$ cat config.mk
export PLATFORM = sky130hd
export DESIGN_NAME = fp_mul_pipe_flat
export DESIGN_NICKNAME = d
export VERILOG_FILES = /design/src/rtl/fp_mul_pipe_if.sv /design/src/rtl/fp_mul_pipe.sv /design/src/flat_wrapper.sv
export SDC_FILE = /design/constraint.sdc
export NUM_CORES = 2
export LEC_CHECK = 0
export ABC_AREA = 0
export BUFFER_PORTS_ARGS = -buffer_cell sky130_fd_sc_hd__buf_4
export CAP_MARGIN = 10
export CORE_MARGIN = 2
export CORE_UTILIZATION = 40
export DETAILED_ROUTE_END_ITERATION = 8
export MAX_ROUTING_LAYER = met4
export PLACE_DENSITY = 0.55
export SKIP_CTS_REPAIR_TIMING = 1
export SLEW_MARGIN = 30
export SYNTH_ARGS = -nofsm -noshare
export SYNTH_HDL_FRONTEND = slang
export SYNTH_SLANG_ARGS = --single-unit
$ cat constraint.sdc
create_clock -name clk -period 9.1 [get_ports clk]
set_clock_uncertainty 0.05 [all_clocks]
set_input_delay 0.91 -clock clk [delete_from_list [all_inputs] [get_ports clk]]
set_output_delay 0.91 -clock clk [all_outputs]
set_load 0.01 [all_outputs]
$ cat src/rtl/fp_mul_pipe_if.sv
// Operand/result handshake bundle for fp_mul_pipe.
// The slave side is the multiplier; the master side is the operand source and result sink.
interface fp_mul_pipe_if #(
  parameter int W = 32
);
  logic         in_valid;
  logic         in_ready;
  logic [W-1:0] A;
  logic [W-1:0] B;
  logic         out_valid;
  logic         out_ready;
  logic [W-1:0] out;
  logic [3:0]   flags;

  modport master (
    output in_valid, A, B, out_ready,
    input  in_ready, out_valid, out, flags
  );

  modport slave (
    input  in_valid, A, B, out_ready,
    output in_ready, out_valid, out, flags
  );
endinterface

$ cat src/rtl/fp_mul_pipe.sv
// Three-stage floating-point multiplier: unpack, multiply, normalise/round/pack.
// Round-to-nearest-even, subnormals flushed to zero, flags {nv, of, uf, nx}.
module fp_mul_pipe #(
  parameter int EXP_W = 8,
  parameter int MAN_W = 23
) (
  input  logic         clk,
  input  logic         rst_n,
  fp_mul_pipe_if.slave bus
);
  localparam int W  = 1 + EXP_W + MAN_W;
  localparam int EW = EXP_W + 2;
  localparam int PW = 2 * MAN_W + 2;

  localparam logic signed [EW-1:0] BIAS    = EW'((1 << (EXP_W - 1)) - 1);
  localparam logic signed [EW-1:0] EXP_MAX = EW'((1 << EXP_W) - 1);
  localparam logic [W-1:0] QNAN = {1'b0, {EXP_W{1'b1}}, 1'b1, {(MAN_W-1){1'b0}}};

  localparam logic [1:0] CLS_NORM = 2'd0;
  localparam logic [1:0] CLS_NAN  = 2'd1;
  localparam logic [1:0] CLS_INF  = 2'd2;
  localparam logic [1:0] CLS_ZERO = 2'd3;

  logic adv;

  logic v1_q, v1_d, v2_q, v2_d, v3_q, v3_d;

  logic                 s1_sign_q, s1_sign_d;
  logic [1:0]           s1_cls_q, s1_cls_d;
  logic signed [EW-1:0] s1_exp_q, s1_exp_d;
  logic [MAN_W:0]       s1_ma_q, s1_ma_d;
  logic [MAN_W:0]       s1_mb_q, s1_mb_d;

  logic                 s2_sign_q, s2_sign_d;
  logic [1:0]           s2_cls_q, s2_cls_d;
  logic signed [EW-1:0] s2_exp_q, s2_exp_d;
  logic [PW-1:0]        s2_prod_q, s2_prod_d;

  logic [W-1:0] out_q, out_d;
  logic [3:0]   flags_q, flags_d;

  logic [EXP_W-1:0]     a_exp, b_exp;
  logic [MAN_W-1:0]     a_man, b_man;
  logic                 a_zero, b_zero, a_inf, b_inf, a_nan, b_nan;
  logic [1:0]           cls_in;
  logic signed [EW-1:0] exp_in;

  logic                 norm_shift;
  logic [PW-2:0]        prod_n;
  logic [MAN_W-1:0]     man_t;
  logic                 guard, sticky, round_up;
  logic [MAN_W:0]       man_rnd;
  logic signed [EW-1:0] exp_r;
  logic [W-1:0]         res;
  logic [3:0]           flg;

  always_comb begin
    a_exp  = bus.A[W-2:MAN_W];
    b_exp  = bus.B[W-2:MAN_W];
    a_man  = bus.A[MAN_W-1:0];
    b_man  = bus.B[MAN_W-1:0];
    a_zero = (a_exp == '0);
    b_zero = (b_exp == '0);
    a_nan  = (&a_exp) & (|a_man);
    b_nan  = (&b_exp) & (|b_man);
    a_inf  = (&a_exp) & ~(|a_man);
    b_inf  = (&b_exp) & ~(|b_man);
    if (a_nan || b_nan || (a_inf && b_zero) || (b_inf && a_zero))
      cls_in = CLS_NAN;
    else if (a_inf || b_inf)
      cls_in = CLS_INF;
    else if (a_zero || b_zero)
      cls_in = CLS_ZERO;
    else
      cls_in = CLS_NORM;
    exp_in = $signed(EW'(a_exp)) + $signed(EW'(b_exp)) - BIAS;
  end

  // Product of two hidden-bit mantissas lies in [1,4): at most one right shift.
  always_comb begin
    norm_shift = s2_prod_q[PW-1];
    prod_n     = norm_shift ? s2_prod_q[PW-2:0] : {s2_prod_q[PW-3:0], 1'b0};
    man_t      = prod_n[PW-2 -: MAN_W];
    guard      = prod_n[MAN_W];
    sticky     = |prod_n[MAN_W-1:0];
    round_up   = guard & (sticky | man_t[0]);
    man_rnd    = {1'b0, man_t} + (MAN_W+1)'(round_up);
    exp_r      = s2_exp_q + EW'(norm_shift) + EW'(man_rnd[MAN_W]);

    res = '0;
    flg = '0;
    case (s2_cls_q)
      CLS_NAN: begin
        res = QNAN;
        flg = 4'b1000;
      end
      CLS_INF:  res = {s2_sign_q, {EXP_W{1'b1}}, {MAN_W{1'b0}}};
      CLS_ZERO: res = {s2_sign_q, {(W-1){1'b0}}};
      default: begin
        if (exp_r >= EXP_MAX) begin
          res = {s2_sign_q, {EXP_W{1'b1}}, {MAN_W{1'b0}}};
          flg = 4'b0101;
        end else if (exp_r[EW-1] || (exp_r == '0)) begin
          res = {s2_sign_q, {(W-1){1'b0}}};
          flg = 4'b0011;
        end else begin
          // On rounding carry man_rnd's low bits are already zero.
          res = {s2_sign_q, exp_r[EXP_W-1:0], man_rnd[MAN_W-1:0]};
          flg = {3'b000, guard | sticky};
        end
      end
    endcase
  end

  always_comb begin
    adv  = ~v3_q | bus.out_ready;
    v1_d = adv ? bus.in_valid : v1_q;
    v2_d = adv ? v1_q : v2_q;
    v3_d = adv ? v2_q : v3_q;

    s1_sign_d = s1_sign_q;
    s1_cls_d  = s1_cls_q;
    s1_exp_d  = s1_exp_q;
    s1_ma_d   = s1_ma_q;
    s1_mb_d   = s1_mb_q;
    if (adv && bus.in_valid) begin
      s1_sign_d = bus.A[W-1] ^ bus.B[W-1];
      s1_cls_d  = cls_in;
      s1_exp_d  = exp_in;
      s1_ma_d   = {1'b1, a_man};
      s1_mb_d   = {1'b1, b_man};
    end

    s2_sign_d = s2_sign_q;
    s2_cls_d  = s2_cls_q;
    s2_exp_d  = s2_exp_q;
    s2_prod_d = s2_prod_q;
    if (adv && v1_q) begin
      s2_sign_d = s1_sign_q;
      s2_cls_d  = s1_cls_q;
      s2_exp_d  = s1_exp_q;
      s2_prod_d = PW'(s1_ma_q) * PW'(s1_mb_q);
    end

    out_d   = out_q;
    flags_d = flags_q;
    if (adv && v2_q) begin
      out_d   = res;
      flags_d = flg;
    end
  end

  always_ff @(posedge clk or negedge rst_n) begin
    if (!rst_n) begin
      v1_q      <= 1'b0;
      v2_q      <= 1'b0;
      v3_q      <= 1'b0;
      s1_sign_q <= 1'b0;
      s1_cls_q  <= CLS_NORM;
      s1_exp_q  <= '0;
      s1_ma_q   <= '0;
      s1_mb_q   <= '0;
      s2_sign_q <= 1'b0;
      s2_cls_q  <= CLS_NORM;
      s2_exp_q  <= '0;
      s2_prod_q <= '0;
      out_q     <= '0;
      flags_q   <= '0;
    end else begin
      v1_q      <= v1_d;
      v2_q      <= v2_d;
      v3_q      <= v3_d;
      s1_sign_q <= s1_sign_d;
      s1_cls_q  <= s1_cls_d;
      s1_exp_q  <= s1_exp_d;
      s1_ma_q   <= s1_ma_d;
      s1_mb_q   <= s1_mb_d;
      s2_sign_q <= s2_sign_d;
      s2_cls_q  <= s2_cls_d;
      s2_exp_q  <= s2_exp_d;
      s2_prod_q <= s2_prod_d;
      out_q     <= out_d;
      flags_q   <= flags_d;
    end
  end

  assign bus.in_ready  = adv;
  assign bus.out_valid = v3_q;
  assign bus.out       = out_q;
  assign bus.flags     = flags_q;
endmodule

$ cat src/flat_wrapper.sv
// flat-port wrapper written by rule: the top's interface ports become plain ports
module fp_mul_pipe_flat 
#(
  parameter int EXP_W = 8,
  parameter int MAN_W = 23
)
  (clk, rst_n, bus_in_valid, bus_A, bus_B, bus_out_ready, bus_in_ready, bus_out_valid, bus_out, bus_flags);
  fp_mul_pipe_if #(.W(32)) bus_i ();
  input  logic clk;
  input  logic rst_n;
  input wire logic [$bits(bus_i.in_valid)-1:0] bus_in_valid;
  input wire logic [$bits(bus_i.A)-1:0] bus_A;
  input wire logic [$bits(bus_i.B)-1:0] bus_B;
  input wire logic [$bits(bus_i.out_ready)-1:0] bus_out_ready;
  output wire logic [$bits(bus_i.in_ready)-1:0] bus_in_ready;
  output wire logic [$bits(bus_i.out_valid)-1:0] bus_out_valid;
  output wire logic [$bits(bus_i.out)-1:0] bus_out;
  output wire logic [$bits(bus_i.flags)-1:0] bus_flags;
  assign bus_i.in_valid = bus_in_valid;
  assign bus_i.A = bus_A;
  assign bus_i.B = bus_B;
  assign bus_i.out_ready = bus_out_ready;
  assign bus_in_ready = bus_i.in_ready;
  assign bus_out_valid = bus_i.out_valid;
  assign bus_out = bus_i.out;
  assign bus_flags = bus_i.flags;
  fp_mul_pipe #(.EXP_W(EXP_W), .MAN_W(MAN_W)) u_core (.clk(clk), .rst_n(rst_n), .bus(bus_i));
endmodule
==> results.sh <==
export IMPL_worstPathArrival_ns=8.17
export IMPL_syn_area_um2=26900
export IMPL_synth_top_cell_by_area="fa_1"
export IMPL_rr_worst_depth=22
export IMPL_maxCapViolations=0
export IMPL_diodes=0
export IMPL_dp_final_hpwl_um=58300
export IMPL_numClockSinks=160
export IMPL_grt_use_total=0.227
export IMPL_ys_seq_elements=160
export IMPL_drtAntennaViolNets=0
export IMPL_layout_commonest_cell="inv_1"
export IMPL_fmax_mhz=128
export IMPL_cts_tree="yes"
export IMPL_synthTopCellsByArea="fa_1 (36%), dfrtp_1 (15%), ha_1 (8.8%)"
export IMPL_drt_total_wl_um=73600
export IMPL_ctsHtreeMaxLevel=4
export IMPL_drive_gt1_frac=0.0857
export IMPL_antenna_found_initial=1
export IMPL_path_clk_slew_ns=0.08
export IMPL_routed_via_density=5.13
export IMPL_setup_viol=0
export IMPL_rsz0062_at_grt="no"
export IMPL_rows=95
export IMPL_grt_max_degree=103
export IMPL_cp_data_required_time_ns=9.48
export IMPL_fin_crit_ns=7.79
export IMPL_clock_path_buffers=2
export IMPL_cp_common_cell="fa_1"
export IMPL_start_util=0.403
export IMPL_end_kind="flip-flop"
export IMPL_crit_fanout=25
export IMPL_wl_per_cell_um=19.3
export IMPL_post_route_period_util=0.856
export IMPL_yosys_warnings=0
export IMPL_synth_cell_types=72
export IMPL_portBuffers=105
export IMPL_pin_count=106
export IMPL_area_delta_synth_final_pct=7.60
export IMPL_async_reset_ff_frac=1.00
export IMPL_ys_seq_area_frac=0.149
export IMPL_vias=19625
export IMPL_grt_pass1_vias=21165
export IMPL_tightest_slew_ns=1.06
export IMPL_final_util=0.433
export IMPL_crit_type="flip-flop to flip-flop"
export IMPL_synth_edf_count=0
export IMPL_status="completed"
export IMPL_syn_nets=3697
export IMPL_syn_mean_instance_area_um2=9.12
export IMPL_cp_start_kind="flip-flop"
export IMPL_fin_tns_setup_ns=0
export IMPL_synth_cells=2955
export IMPL_path_cells="nand2_1 -> fa_1 -> inv_1 -> fa_1 -> inv_1 -> fa_1 -> inv_1 -> fa_1 -> fa_1 -> fa_1 -> inv_1 -> fa_1 -> inv_1 -> ha_1 -> a21oi_1 -> o21ai_0 -> a2111oi_0 -> o211ai_1 -> nand2_1 -> o21ai_2 -> or4_1 -> nand3_1"
export IMPL_drt_initial_drc_count=1242
export IMPL_nets=3680
export IMPL_cts_root_buf="clkbuf_16"
export IMPL_layout_common_cells="inv_1 (557), fa_1 (484), nand2_1 (452)"
export IMPL_grt_pass1_wl_um=119000
export IMPL_fp_dieH_um=264
export IMPL_slowest_stage="dfrtp_1"
export IMPL_postPlaceCellArea_um2=28400
export IMPL_die_w_um=264
export IMPL_maxSlewViolCount=0
export IMPL_hold_viol=0
export IMPL_fin_area_um2=29000
export IMPL_insertion_delay_ns=0.49
export IMPL_ys_flop_type="dfrtp_1"
export IMPL_timing_slew_headroom=0.296
export IMPL_place_congestion=0.886
export IMPL_yosysTopAreaCellShare=0.360
export IMPL_grt_overflow=0
export IMPL_firstDrtPassIters=8
export IMPL_numCtsBuffers=17
export IMPL_drc=0
export IMPL_min_path_type="input pin to async pin"
export IMPL_core_um2=66900
export IMPL_cpPeakStageDelay_ns=1.00
export IMPL_die_area_um2=69400
-- final cells by class --
cell class                      count  area (um2)
Fill cell                        6528       37900
Multi-Input combinational cell   2073       20200
Sequential cell                   160        4030
Inverter                          557        2090
Tap cell                          873        1090
Timing Repair Buffer              129         972
Clock buffer                       18         439
Clock inverter                     14         151
-- cells by family (layout without fill, tap and decap cells) --
kind of cell | after synthesis | in the layout | synth area share
and+or+nand+nor | 950 | 950 | 0.173
DFF | 160 | 160 | 0.149
AOI/OAI and AO/OA | 296 | 296 | 0.0737
adders and majority gates | 674 | 674 | 0.448
buffers and inverters | 722 | 718 | 0.102
muxes | 61 | 61 | 0.0251
xor gates and xnor gates | 92 | 92 | 0.0299
-- registers in the layout (all words and copies together), names as in the netlist --
register              count
u_core.s1_mb_q           24
u_core.s1_cls_q           2
u_core.s2_cls_q           2
u_core.bus.out_valid      1
u_core.s1_ma_q           23
u_core.v2_q               1
u_core.s2_sign_q          1
u_core.s2_exp_q          10
u_core.s2_prod_q         48
u_core.bus.flags          4
u_core.v1_q               1
u_core.s1_exp_q          10
u_core.s1_sign_q          1
u_core.bus.out           32
-- worst max-delay path: cells and delay by family (launching register included) --
family / cells / cell delay (ns)
buffers and inverters: 5 / 0.30
AO/OA/AOI/OAI: 5 / 1.69
AND/OR/NAND/NOR: 4 / 0.88
adder cells (fa/ha/maj): 8 / 3.78
flip-flops: 1 / 1.00
-- synth_stat cells, types with 3 or more instances --
| cell type | number |
|---|---|
| nand3_1 | 41 |
| nor4_1 | 21 |
| buf_2 | 6 |
| o21ai_0 | 78 |
| xor2_1 | 41 |
| o21bai_1 | 11 |
| inv_1 | 557 |
| a31oi_1 | 9 |
| a211o_1 | 5 |
| a211oi_1 | 8 |
| o31ai_1 | 3 |
| a21oi_1 | 73 |
| a21o_1 | 23 |
| and3_1 | 18 |
| a22o_1 | 22 |
| clkbuf_1 | 142 |
| dfrtp_1 | 160 |
| nor3_1 | 16 |
| mux2_2 | 52 |
| o21ai_1 | 4 |
| nand4_1 | 26 |
| buf_6 | 4 |
| nor2b_1 | 12 |
| fa_1 | 484 |
| buf_1 | 13 |
| a221o_1 | 6 |
| ha_1 | 190 |
| o211ai_1 | 9 |
| mux2i_1 | 9 |
| xnor2_1 | 51 |
| nand2_1 | 454 |
| nand2b_1 | 10 |
| and2_1 | 301 |
| nor2_1 | 39 |
| or3_1 | 3 |
| o21a_1 | 6 |
-- metrics by stage --
stage                     worst slack [ns]  hold slack, ns  cells
after floorplan                       2.63           0.380   2955
after global placement                1.17           0.404   3792
after detailed placement              1.15           0.409   3792
after CTS                             1.14           0.276   3824
after global routing                 0.875           0.313   3824
final                                 1.31           0.304   3824
-- layer usage --
layer	track usage	part of all wire	vias to the layer above	wire (um)
met5	-	0	-	0
met4	0.0414	0.011	0	833
met3	0.0363	0.054	51	3940
met2	0.355	0.46	464	33900
met1	0.315	0.47	10068	34900
li1	-	-	9042	-
-- worst paths after layout --
| path | from | slack (ns) | endpoint |
|---|---|---|---|
| setup / recovery | u_core.s1_mb_q[9] | 1.31 | u_core.s2_prod_q[44] |
| max in group asynchronous | rst_n | 7.50 | u_core.s2_prod_q[6] |
| hold reg to reg | u_core.bus.out[31] | 0.42 | u_core.bus.out[31] |
| min in group clk | u_core.bus.out[31] | 0.42 | u_core.bus.out[31] |
| setup reg to reg | u_core.s1_mb_q[9] | 1.31 | u_core.s2_prod_q[44] |
| hold / removal | rst_n | 0.30 | u_core.bus.out[18] |
Power is left out: the tool's default activity adds up to more than one toggle a clock period on the data nets, which glitch-free logic cannot reach.
